--- src/rtl/sync_fifo_pkg.sv ---
// sync_fifo shared definitions: defaults, depth derivation, pointer type
// and compile-time checks on the almost-full / almost-empty levels.
package sync_fifo_pkg;

  localparam int DATA_WIDTH_DEF = 8;
  localparam int ADDR_WIDTH_DEF = 6;

  function automatic int clog2(input int n);
    int r;
    r = 0;
    while ((1 << r) < n) r++;
    return r;
  endfunction

  function automatic int fifo_depth(input int aw);
    return 1 << aw;
  endfunction

  localparam int DEF_DEPTH = fifo_depth(ADDR_WIDTH_DEF);

  // One extra MSB is the wrap bit
  typedef logic [ADDR_WIDTH_DEF:0] ptr_t;

  function automatic bit levels_ok(input int aw, input int af,
                                   input int ae);
    return (af >= 0) && (af <= fifo_depth(aw)) &&
           (ae >= 0) && (ae < fifo_depth(aw));
  endfunction

endpackage

--- src/rtl/sdp_ram.sv ---
// Simple dual-port RAM: one write port, one registered read port with
// read enable. Storage and read register are not reset.
module sdp_ram #(
  parameter int DATA_WIDTH = 8,
  parameter int ADDR_WIDTH = 6
) (
  input  logic                  clk,
  input  logic                  we,
  input  logic [ADDR_WIDTH-1:0] waddr,
  input  logic [DATA_WIDTH-1:0] wdata,
  input  logic                  re,
  input  logic [ADDR_WIDTH-1:0] raddr,
  output logic [DATA_WIDTH-1:0] rdata
);

  logic [DATA_WIDTH-1:0] mem [2**ADDR_WIDTH];

  always_ff @(posedge clk) begin
    if (we) mem[waddr] <= wdata;
    if (re) rdata <= mem[raddr];
  end

endmodule

--- src/rtl/sync_fifo.sv ---
// Single-clock FIFO over sdp_ram with registered flags, count and error
// strobes. Define SYNC_FIFO_FWFT_EN for first-word-fall-through output.
module sync_fifo
  import sync_fifo_pkg::*;
#(
  parameter int DATA_WIDTH = DATA_WIDTH_DEF,
  parameter int ADDR_WIDTH = ADDR_WIDTH_DEF,
  parameter int AF_LEVEL   = 2**ADDR_WIDTH - 4,
  parameter int AE_LEVEL   = 4
) (
  input  logic                  clk,
  input  logic                  rst_n,
  input  logic                  wr_en,
  input  logic [DATA_WIDTH-1:0] wr_data,
  output logic                  full,
  output logic                  almost_full,
  output logic                  overflow,
  input  logic                  rd_en,
  output logic [DATA_WIDTH-1:0] rd_data,
  output logic                  rd_valid,
  output logic                  empty,
  output logic                  almost_empty,
  output logic                  underflow,
  output logic [ADDR_WIDTH:0]   count
);

  localparam int DEPTH = fifo_depth(ADDR_WIDTH);

  typedef logic [ADDR_WIDTH:0] fptr_t;
  typedef logic [ADDR_WIDTH:0] cnt_t;

  if (!levels_ok(ADDR_WIDTH, AF_LEVEL, AE_LEVEL)) begin : g_bad_lvl
    $error("sync_fifo: AF_LEVEL/AE_LEVEL out of range");
  end

  fptr_t wr_ptr_q, wr_ptr_d;
  fptr_t rd_ptr_q, rd_ptr_d;
  cnt_t  count_q, count_d;
  logic  full_q, full_d;
  logic  af_q, af_d;
  logic  ae_q, ae_d;
  logic  ovf_q, ovf_d;
  logic  unf_q, unf_d;
  logic  wr_acc, ram_re, pop;
  logic  [DATA_WIDTH-1:0] ram_dout;

  sdp_ram #(
    .DATA_WIDTH(DATA_WIDTH),
    .ADDR_WIDTH(ADDR_WIDTH)
  ) u_ram (
    .clk  (clk),
    .we   (wr_acc),
    .waddr(wr_ptr_q[ADDR_WIDTH-1:0]),
    .wdata(wr_data),
    .re   (ram_re),
    .raddr(rd_ptr_q[ADDR_WIDTH-1:0]),
    .rdata(ram_dout)
  );

`ifdef SYNC_FIFO_FWFT_EN
  // ram_dout acts as a pending slot feeding the head register
  logic head_v_q, head_v_d;
  logic pend_v_q, pend_v_d;
  logic take, ram_empty;
  logic [DATA_WIDTH-1:0] head_q, head_d;

  always_comb begin
    ram_empty = (wr_ptr_q == rd_ptr_q);
    pop       = rd_en && head_v_q;
    take      = pend_v_q && (!head_v_q || pop);
    ram_re    = !ram_empty && (!pend_v_q || take);
    head_v_d  = take || (head_v_q && !pop);
    head_d    = take ? ram_dout : head_q;
    pend_v_d  = ram_re || (pend_v_q && !take);
  end

  always_ff @(posedge clk or negedge rst_n) begin
    if (!rst_n) begin
      head_v_q <= 1'b0;
      pend_v_q <= 1'b0;
      head_q   <= '0;
    end else begin
      head_v_q <= head_v_d;
      pend_v_q <= pend_v_d;
      head_q   <= head_d;
    end
  end

  assign empty    = !head_v_q;
  assign rd_valid = head_v_q;
  assign rd_data  = head_q;
`else
  logic empty_q, empty_d;
  logic rd_valid_q, rd_valid_d;
  logic seen_q, seen_d;

  always_comb begin
    ram_re     = rd_en && !empty_q;
    pop        = ram_re;
    rd_valid_d = ram_re;
    seen_d     = seen_q || ram_re;
    empty_d    = (wr_ptr_d == rd_ptr_d);
  end

  always_ff @(posedge clk or negedge rst_n) begin
    if (!rst_n) begin
      empty_q    <= 1'b1;
      rd_valid_q <= 1'b0;
      seen_q     <= 1'b0;
    end else begin
      empty_q    <= empty_d;
      rd_valid_q <= rd_valid_d;
      seen_q     <= seen_d;
    end
  end

  // Unreset RAM register is masked until the first read after reset
  assign empty    = empty_q;
  assign rd_valid = rd_valid_q;
  assign rd_data  = seen_q ? ram_dout : '0;
`endif

  always_comb begin
    wr_acc   = wr_en && !full_q;
    wr_ptr_d = wr_ptr_q + fptr_t'(wr_acc);
    rd_ptr_d = rd_ptr_q + fptr_t'(ram_re);
    count_d  = count_q + cnt_t'(wr_acc) - cnt_t'(pop);
`ifdef SYNC_FIFO_FWFT_EN
    full_d   = (count_d == cnt_t'(DEPTH));
`else
    full_d   = (wr_ptr_d[ADDR_WIDTH] != rd_ptr_d[ADDR_WIDTH]) &&
               (wr_ptr_d[ADDR_WIDTH-1:0] == rd_ptr_d[ADDR_WIDTH-1:0]);
`endif
    af_d     = (count_d >= cnt_t'(AF_LEVEL));
    ae_d     = (count_d <= cnt_t'(AE_LEVEL));
    ovf_d    = wr_en && full_q;
    unf_d    = rd_en && empty;
  end

  always_ff @(posedge clk or negedge rst_n) begin
    if (!rst_n) begin
      wr_ptr_q <= '0;
      rd_ptr_q <= '0;
      count_q  <= '0;
      full_q   <= 1'b0;
      af_q     <= 1'b0;
      ae_q     <= 1'b1;
      ovf_q    <= 1'b0;
      unf_q    <= 1'b0;
    end else begin
      wr_ptr_q <= wr_ptr_d;
      rd_ptr_q <= rd_ptr_d;
      count_q  <= count_d;
      full_q   <= full_d;
      af_q     <= af_d;
      ae_q     <= ae_d;
      ovf_q    <= ovf_d;
      unf_q    <= unf_d;
    end
  end

  assign full         = full_q;
  assign almost_full  = af_q;
  assign almost_empty = ae_q;
  assign overflow     = ovf_q;
  assign underflow    = unf_q;
  assign count        = count_q;

endmodule

--- config.mk ---
export PLATFORM = sky130hd
export DESIGN_NAME = sync_fifo
export DESIGN_NICKNAME = d
export VERILOG_FILES = /design/src/rtl/sync_fifo_pkg.sv /design/src/rtl/sdp_ram.sv /design/src/rtl/sync_fifo.sv
export SDC_FILE = /design/constraint.sdc
export NUM_CORES = 1
export LEC_CHECK = 0
export BUFFER_PORTS_ARGS = -buffer_cell sky130_fd_sc_hd__buf_2
export CORE_UTILIZATION = 50
export DETAILED_ROUTE_END_ITERATION = 10
export GPL_TIMING_DRIVEN = 0
export PLACE_DENSITY = 0.71
export SYNTH_ARGS = -nofsm -noshare
export SYNTH_HDL_FRONTEND = slang
export SYNTH_SLANG_ARGS = --single-unit
--- constraint.sdc ---
create_clock -name clk -period 3.3 [get_ports clk]
set_input_delay 0.495 -clock clk [delete_from_list [all_inputs] [get_ports clk]]
set_output_delay 0.495 -clock clk [all_outputs]
set_load 0.005 [all_outputs]
== Yosys cells after proc, flatten, opt, wreduce, memory -nomap -nowiden ==
Memories as Yosys holds them, arrays and structs flattened. A register that Yosys moved wholly into a read port is not among the register bits.
Cells that the tools add are included.

* Output and inout port bits: 22
* Bits in registers: 29
* Bits of input ports: 12
* Memory bits (writable): 512
* Memories kept: 1
* Logic and storage cells: 32

* $add $sub $neg: 4
* $lt $le $gt $ge: 2
* Reductions and logical operators: 8
* Muxes and demuxes: 3
* Equality and inequality tests: 3

{| class="wikitable"
|+ Memories
! name !! words !! width !! read ports !! clocked after Yosys merged registers in !! wr ports !! line !! source
|-
| u_ram.mem || 64 || 8 || 1 || 1 || 1 || sdp_ram.sv:16 || <nowiki>logic [DATA_WIDTH-1:0] mem [2**ADDR_WIDTH];</nowiki>
|}

{| class="wikitable"
|+ Operators by type and width
! operator !! number
|-
| 7-bit by 1-bit adder with 7-bit output || 3
|-
| 8-bit two-way mux || 1
|-
| 7-bit equality test || 1
|-
| 7-bit by 6-bit greater-or-equal comparator with 1-bit output (second input constant) || 1
|-
| 7-bit by 3-bit <= comparator with 1-bit output (second input constant) || 1
|-
| 7-bit by 1-bit subtractor with 7-bit output || 1
|-
| 6-bit equality test || 1
|-
| 1-bit logical AND || 5
|-
| 1-bit logical NOT || 2
|-
| 1-bit two-way mux || 2
|-
| 1-bit logical OR || 1
|-
| 1-bit inequality test || 1
|}

== Longest topological paths before layout ==
* Depth after elaboration: 5
* Depth in mapped cells: 11

== By module ==
Synthesis repeated with hierarchy kept, for this count alone.

* Cell total of the unflattened synthesis: 1067
* Area, all modules: 21714.6 sq um

{| class="wikitable"
|+ Modules (own cells, without submodules)
! module !! instances !! cells an instance !! sequential area each (sq um) !! area an instance (sq um)
|-
| sdp_ram || 1 || 940 || 15615.0 || 20246.9
|-
| sync_fifo || 1 || 127 || 728.2 || 1467.7
|}

== Worst setup path after synthesis ==
Ideal clock, no wire load.

* Kind: input-to-reg
* From: in rd_en
* To: reg ae_q, in the netlist almost_empty
* Data arrival time: 2.624 ns
* Path buffers: 1
* Stages: 11
* Path slack: 0.580 ns
* Path through: nor2b_1 clkbuf_1 xnor2_1 ha_1 inv_1 fa_1 nor2b_1 o21a_1 o21a_1 o211ai_1 nor4_1

* Cells in the longest elaborated chain, start to end: 3

{| class="wikitable"
|+ RTL lines
! item !! line !! source
|-
| start, declared || sync_fifo.sv:18 || <nowiki>input logic rd_en,</nowiki>
|-
| 1-bit logical AND || sync_fifo.sv:98 || <nowiki>ram_re = rd_en && !empty_q;</nowiki>
|-
| net pop || sync_fifo.sv:44 || <nowiki>logic wr_acc, ram_re, pop;</nowiki>
|-
| 7-bit by 1-bit subtractor with 7-bit output || sync_fifo.sv:127 || <nowiki>count_d = count_q + cnt_t'(wr_acc) - cnt_t'(pop);</nowiki>
|-
| net count_d[6] || sync_fifo.sv:38 || <nowiki>cnt_t count_q, count_d;</nowiki>
|-
| 7-bit by 3-bit <= comparator with 1-bit output || sync_fifo.sv:135 || <nowiki>ae_d = (count_d <= cnt_t'(AE_LEVEL));</nowiki>
|-
| net ae_d || sync_fifo.sv:41 || <nowiki>logic ae_q, ae_d;</nowiki>
|-
| end signal, assigned || sync_fifo.sv:147 || <nowiki>ae_q <= 1'b1;</nowiki>
|-
| end signal, assigned || sync_fifo.sv:156 || <nowiki>ae_q <= ae_d;</nowiki>
|-
| end, declared || sync_fifo.sv:41 ||
|}

The timed path passes the listed nets, and every way through them passes these cells.

== Final worst setup path ==
* From: reg full_q, in the netlist full
* To: mem u_ram.mem[31][1] (enable)

* Cells in the longest elaborated chain, start to end: 4

{| class="wikitable"
|+ RTL lines
! item !! line !! source
|-
| start, declared || sync_fifo.sv:39 || <nowiki>logic full_q, full_d;</nowiki>
|-
| start signal, assigned || sync_fifo.sv:154 || <nowiki>full_q <= full_d;</nowiki>
|-
| 1-bit logical NOT || sync_fifo.sv:124 || <nowiki>wr_acc = wr_en && !full_q;</nowiki>
|-
| 1-bit logical AND || sync_fifo.sv:124 ||
|-
| 1-bit two-way mux || sdp_ram.sv:19 || <nowiki>if (we) mem[waddr] <= wdata;</nowiki>
|-
| 1-bit two-way mux (implied by the code) || sdp_ram.sv:19 ||
|-
| end, declared || sdp_ram.sv:16 ||
|}

No other way between the ends.

==> results by group <==
Detailed routing
  – DRC Markers: 0
  – Via-per-instance ratio: between 6 and 7
  – Antenna violation net count after detailed routing: 0
  – Total Wirelength: around 50000 um
  – Vias after detailed routing: 11244
  – Routed length per placed instance: between 20 and 30 um
  – DR iter-0 viols: 1200
  – Drt first pass iters: 5

Die
  – Die width: about 210 um
  – Top-level port count: 34
  – Initial standard-cell utilization of the core: 0.5068
  – Number of placement rows: 76
  – Core region area: ~43000 um^2
  – Die height: around 210 um
  – Area of the die: ~44000 um^2

Clock network
  – H-Tree Level Count: 2
  – Worst-path clk slew: 0.06 ns
  – Clock sink total: 549
  – Post-CTS Setup Inserts: 0
  – Cts bufs inserted: between 50 and 60
  – Maximum clock path buffer count: 3
  – Clock tree from TritonCTS: built
  – CTS Root Buffer Type: sky130_fd_sc_hd__clkbuf_16
  – Clock insertion delay at the later pin of the skew report: 0.60 ns

Logic synthesis
  – Synthesized netlist net count: 1173
  – Cell type with the largest total area after synthesis: sky130_fd_sc_hd__edfxtp_1
  – Sequential-to-total area share from yosys stat: 0.7503
  – Fraction of post-synthesis cell area in the top cell type by area: 0.7169
  – Post-Synthesis Cells: 1151
  – Count of yosys warnings during synthesis: 0
  – Number of different library cells in the post-synthesis netlist: 54
  – Area fraction in compound gates after synthesis: 0.03395
  – Proportion of synthesized flip-flops having asynchronous set or reset: 0.05282
  – Synth area leaders: sky130_fd_sc_hd__edfxtp_1 (72%), sky130_fd_sc_hd__mux4_2 (9.9%), sky130_fd_sc_hd__dfrtp_1 (3.1%), sky130_fd_sc_hd__mux2i_1 (2.5%), sky130_fd_sc_hd__nor2_1 (1.9%)
  – Parity-gate share of the synthesized area counting xor and xnor cells: 0.009823
  – Library cell with the highest instance count after synthesis: sky130_fd_sc_hd__edfxtp_1
  – Synthesized flop and latch total: around 550
  – Mux share of post-synthesis cell area: 0.1330
  – Largest family of logic cells by synthesized area: multiplexers
  – Adder-Cell Fraction of Synth Area: 0.006089
  – Flip-flop cell with the highest count after synthesis: sky130_fd_sc_hd__edfxtp_1
  – Synth cell count leaders: sky130_fd_sc_hd__edfxtp_1 (520), sky130_fd_sc_hd__nor2_1 (113), sky130_fd_sc_hd__mux4_2 (96), sky130_fd_sc_hd__mux2i_1 (55), sky130_fd_sc_hd__nand2_1 (43)
  – Average size of a mapped cell: 18.92 um^2
  – Post-synth EDFFs: between 500 and 600
  – Post-Synth Simple-Gate Area: 0.04688
  – Mapped cell area: roughly 22000 um^2

Cells and area
  – Final-stage net count: approximately 1300
  – Inserted Diodes: 0
  – Share of layout cells above drive strength 1: 0.1981
  – Syn-to-layout area delta: 11.58%

Timing
  – RSZ-0062 raised after global routing: no
  – Total of endpoints with negative setup slack in the final report: 0
  – Worst clock skew on the final layout: approximately 0.017 ns
  – Achievable frequency: 333.9 MHz
  – Slew of the pin with the lowest slew margin: between 1 and 1.5 ns
  – Fin Setup TNS: 0 ns
  – Final Hold Vio Count: 0
  – Worst slew margin relative to its limit: 0.1271
  – Time the final worst path needs with I/O delays and setup: 2.995 ns
  – Final worst-path cycle share: 0.9075
  – Final setup margin: 0.3051 ns
  – Slew Limit Fails: 0

Global routing
  – Maximum number of pins on one net before global-route repair: 65
  – Overall routing resource usage: 0.2315
  – Global-route wire length before repair: around 73000 um
  – Global-route congestion overflow total: 0
  – Initial antenna violation count: 0
  – Number of global-route vias before repair: about 11000

Place
  – Placed wire-length estimate: about 32000 um
  – RePlAce Congestion: 0.9262
  – Worst setup timing slack at the placement stage: -0.07330 ns
  – IO Port Bufs: 33

Status
  – Result of the run: complete, no violations

Critical path
  – Max Fanout on Critical Path: 8
  – Worst flop-to-flop path startpoint: full
  – Crit path capture type: register
  – Worst setup SP type: register
  – Required arrival time at the worst endpoint: ~3.5 ns
  – Critical path origin: full
  – Type of the worst setup path: register to register
  – Worst endpoint data arrival time: 3.20 ns

Power and ir drop
  – Maximum resistive drop on vdd: around 0.46 mV
  – Leak Pwr: ~8 nW
  – Power density normalized to cell area: 852.1 nW/um^2

Min path
  – Startpoint of the most critical hold path: wr_en
  – Tightest Hold Check Type: input port to register

Flow run
  – Maximum capacitance violations: 0
-- kinds of logic after synthesis --
group	after synthesis
xor+xnor	21
simple gates	226
compound gates	105
mux	166
fa+ha+maj	10
flops	549
buf+inv	74
-- metrics by stage --
step | instances | total power [mW] | instance area, um^2 | util | hold WS (ns)
6_report | 1867 | 20.71 | 24300 | 0.5654 | 0.1357
5_1_grt | 1867 | 21.43 | 24300 | 0.5654 | 0.1468
4_1_cts | 1867 | 20.70 | 24300 | 0.5654 | 0.1180
3_5_place_dp | 1769 | 15.07 | 22680 | 0.5276 | 0.4919
3_3_place_gp | 1769 | 14.97 | 22680 | 0.5276 | 0.4880
2_1_floorplan | 1151 | 12.82 | 21780 | - | 0.1994
-- per-layer routing --
metal  track usage  up-vias  part of all wire
li1              -     4794                 -
met4       0.08546        0             0.034
met1        0.3398     5767              0.41
met2        0.3527      582              0.46
met5             0        -                 0
met3       0.03762      101             0.092
-- sequential cells by signal (all words and copies together), names as in the netlist --
register / cells
wr_ptr_q: 7
u_ram.rdata: 8
underflow: 1
rd_valid: 1
seen_q: 1
almost_full: 1
full: 1
rd_ptr_q: 7
u_ram.mem: 512
almost_empty: 1
count: 7
empty: 1
overflow: 1
-- placed cells by master, fill, tap and decap left out, drive strengths merged, types with 3 or more instances in the layout --
master / n
inv: 16
a21o: 8
clkinv: 20
nand3: 10
a22oi: 4
a21oi: 18
buf: 73
and2: 13
xnor2: 11
a211oi: 4
o221ai: 8
a211o: 7
o21ai: 4
a2111oi: 7
mux4: 97
xor2: 8
and3: 3
nor2: 113
edfxtp: 520
nor3: 13
nand3b: 4
ha: 9
o22ai: 23
nand2b: 4
or2: 3
a221oi: 8
clkbuf: 93
nor2b: 8
dfrtp: 27
nand2: 43
mux2i: 55
and3b: 4
mux2: 14
a31oi: 7
-- final timing paths --
path | endpoint | slack [ns] | depth (start not counted)
setup / recovery | u_ram.mem[31][1] | 0.31 | 5
hold / removal | overflow | 0.14 | 2
setup reg to reg | u_ram.mem[31][1] | 0.31 | 5
hold reg to reg | overflow | 0.51 | 1
max in group asynchronous | seen_q | 2.34 | 2
min in group asynchronous | wr_ptr_q[4] | 0.51 | 2
-- layout make-up --
class / instances / area (um^2)
Fill cell: 3254 / 18680
Sequential cell: 549 / 16340
Multi-Input combinational cell: 528 / 5004
Clock buffer: 74 / 1458
Tap cell: 585 / 732.0
Buffer: 59 / 379.1
Timing Repair Buffer: 34 / 175.2
Clock inverter: 23 / 156.4
Inverter: 15 / 56.30
-- power breakdown --
part	switching, mW	leakage (nW)	internal [mW]	total, mW
registers	0.136	5.03	8.12	8.26
logic	4.09	2.18	2.65	6.75
clock network	2.48	0.787	3.23	5.71
-- critical path: stages, from the launching register on --
cell                       delay [ns]
sky130_fd_sc_hd__dfrtp_1         0.38
sky130_fd_sc_hd__nand2b_1        0.31
sky130_fd_sc_hd__inv_1           0.14
sky130_fd_sc_hd__and2_1          0.24
sky130_fd_sc_hd__nand3_1         0.61
sky130_fd_sc_hd__nor2_1          0.93
-- timing repair --
action	in CTS	in global routing
setup endpoints to repair	0	2
resized for setup	0	3
hold endpoints to repair	27	0
hold buffers	1	0
(Power assumes the default switching activity.)
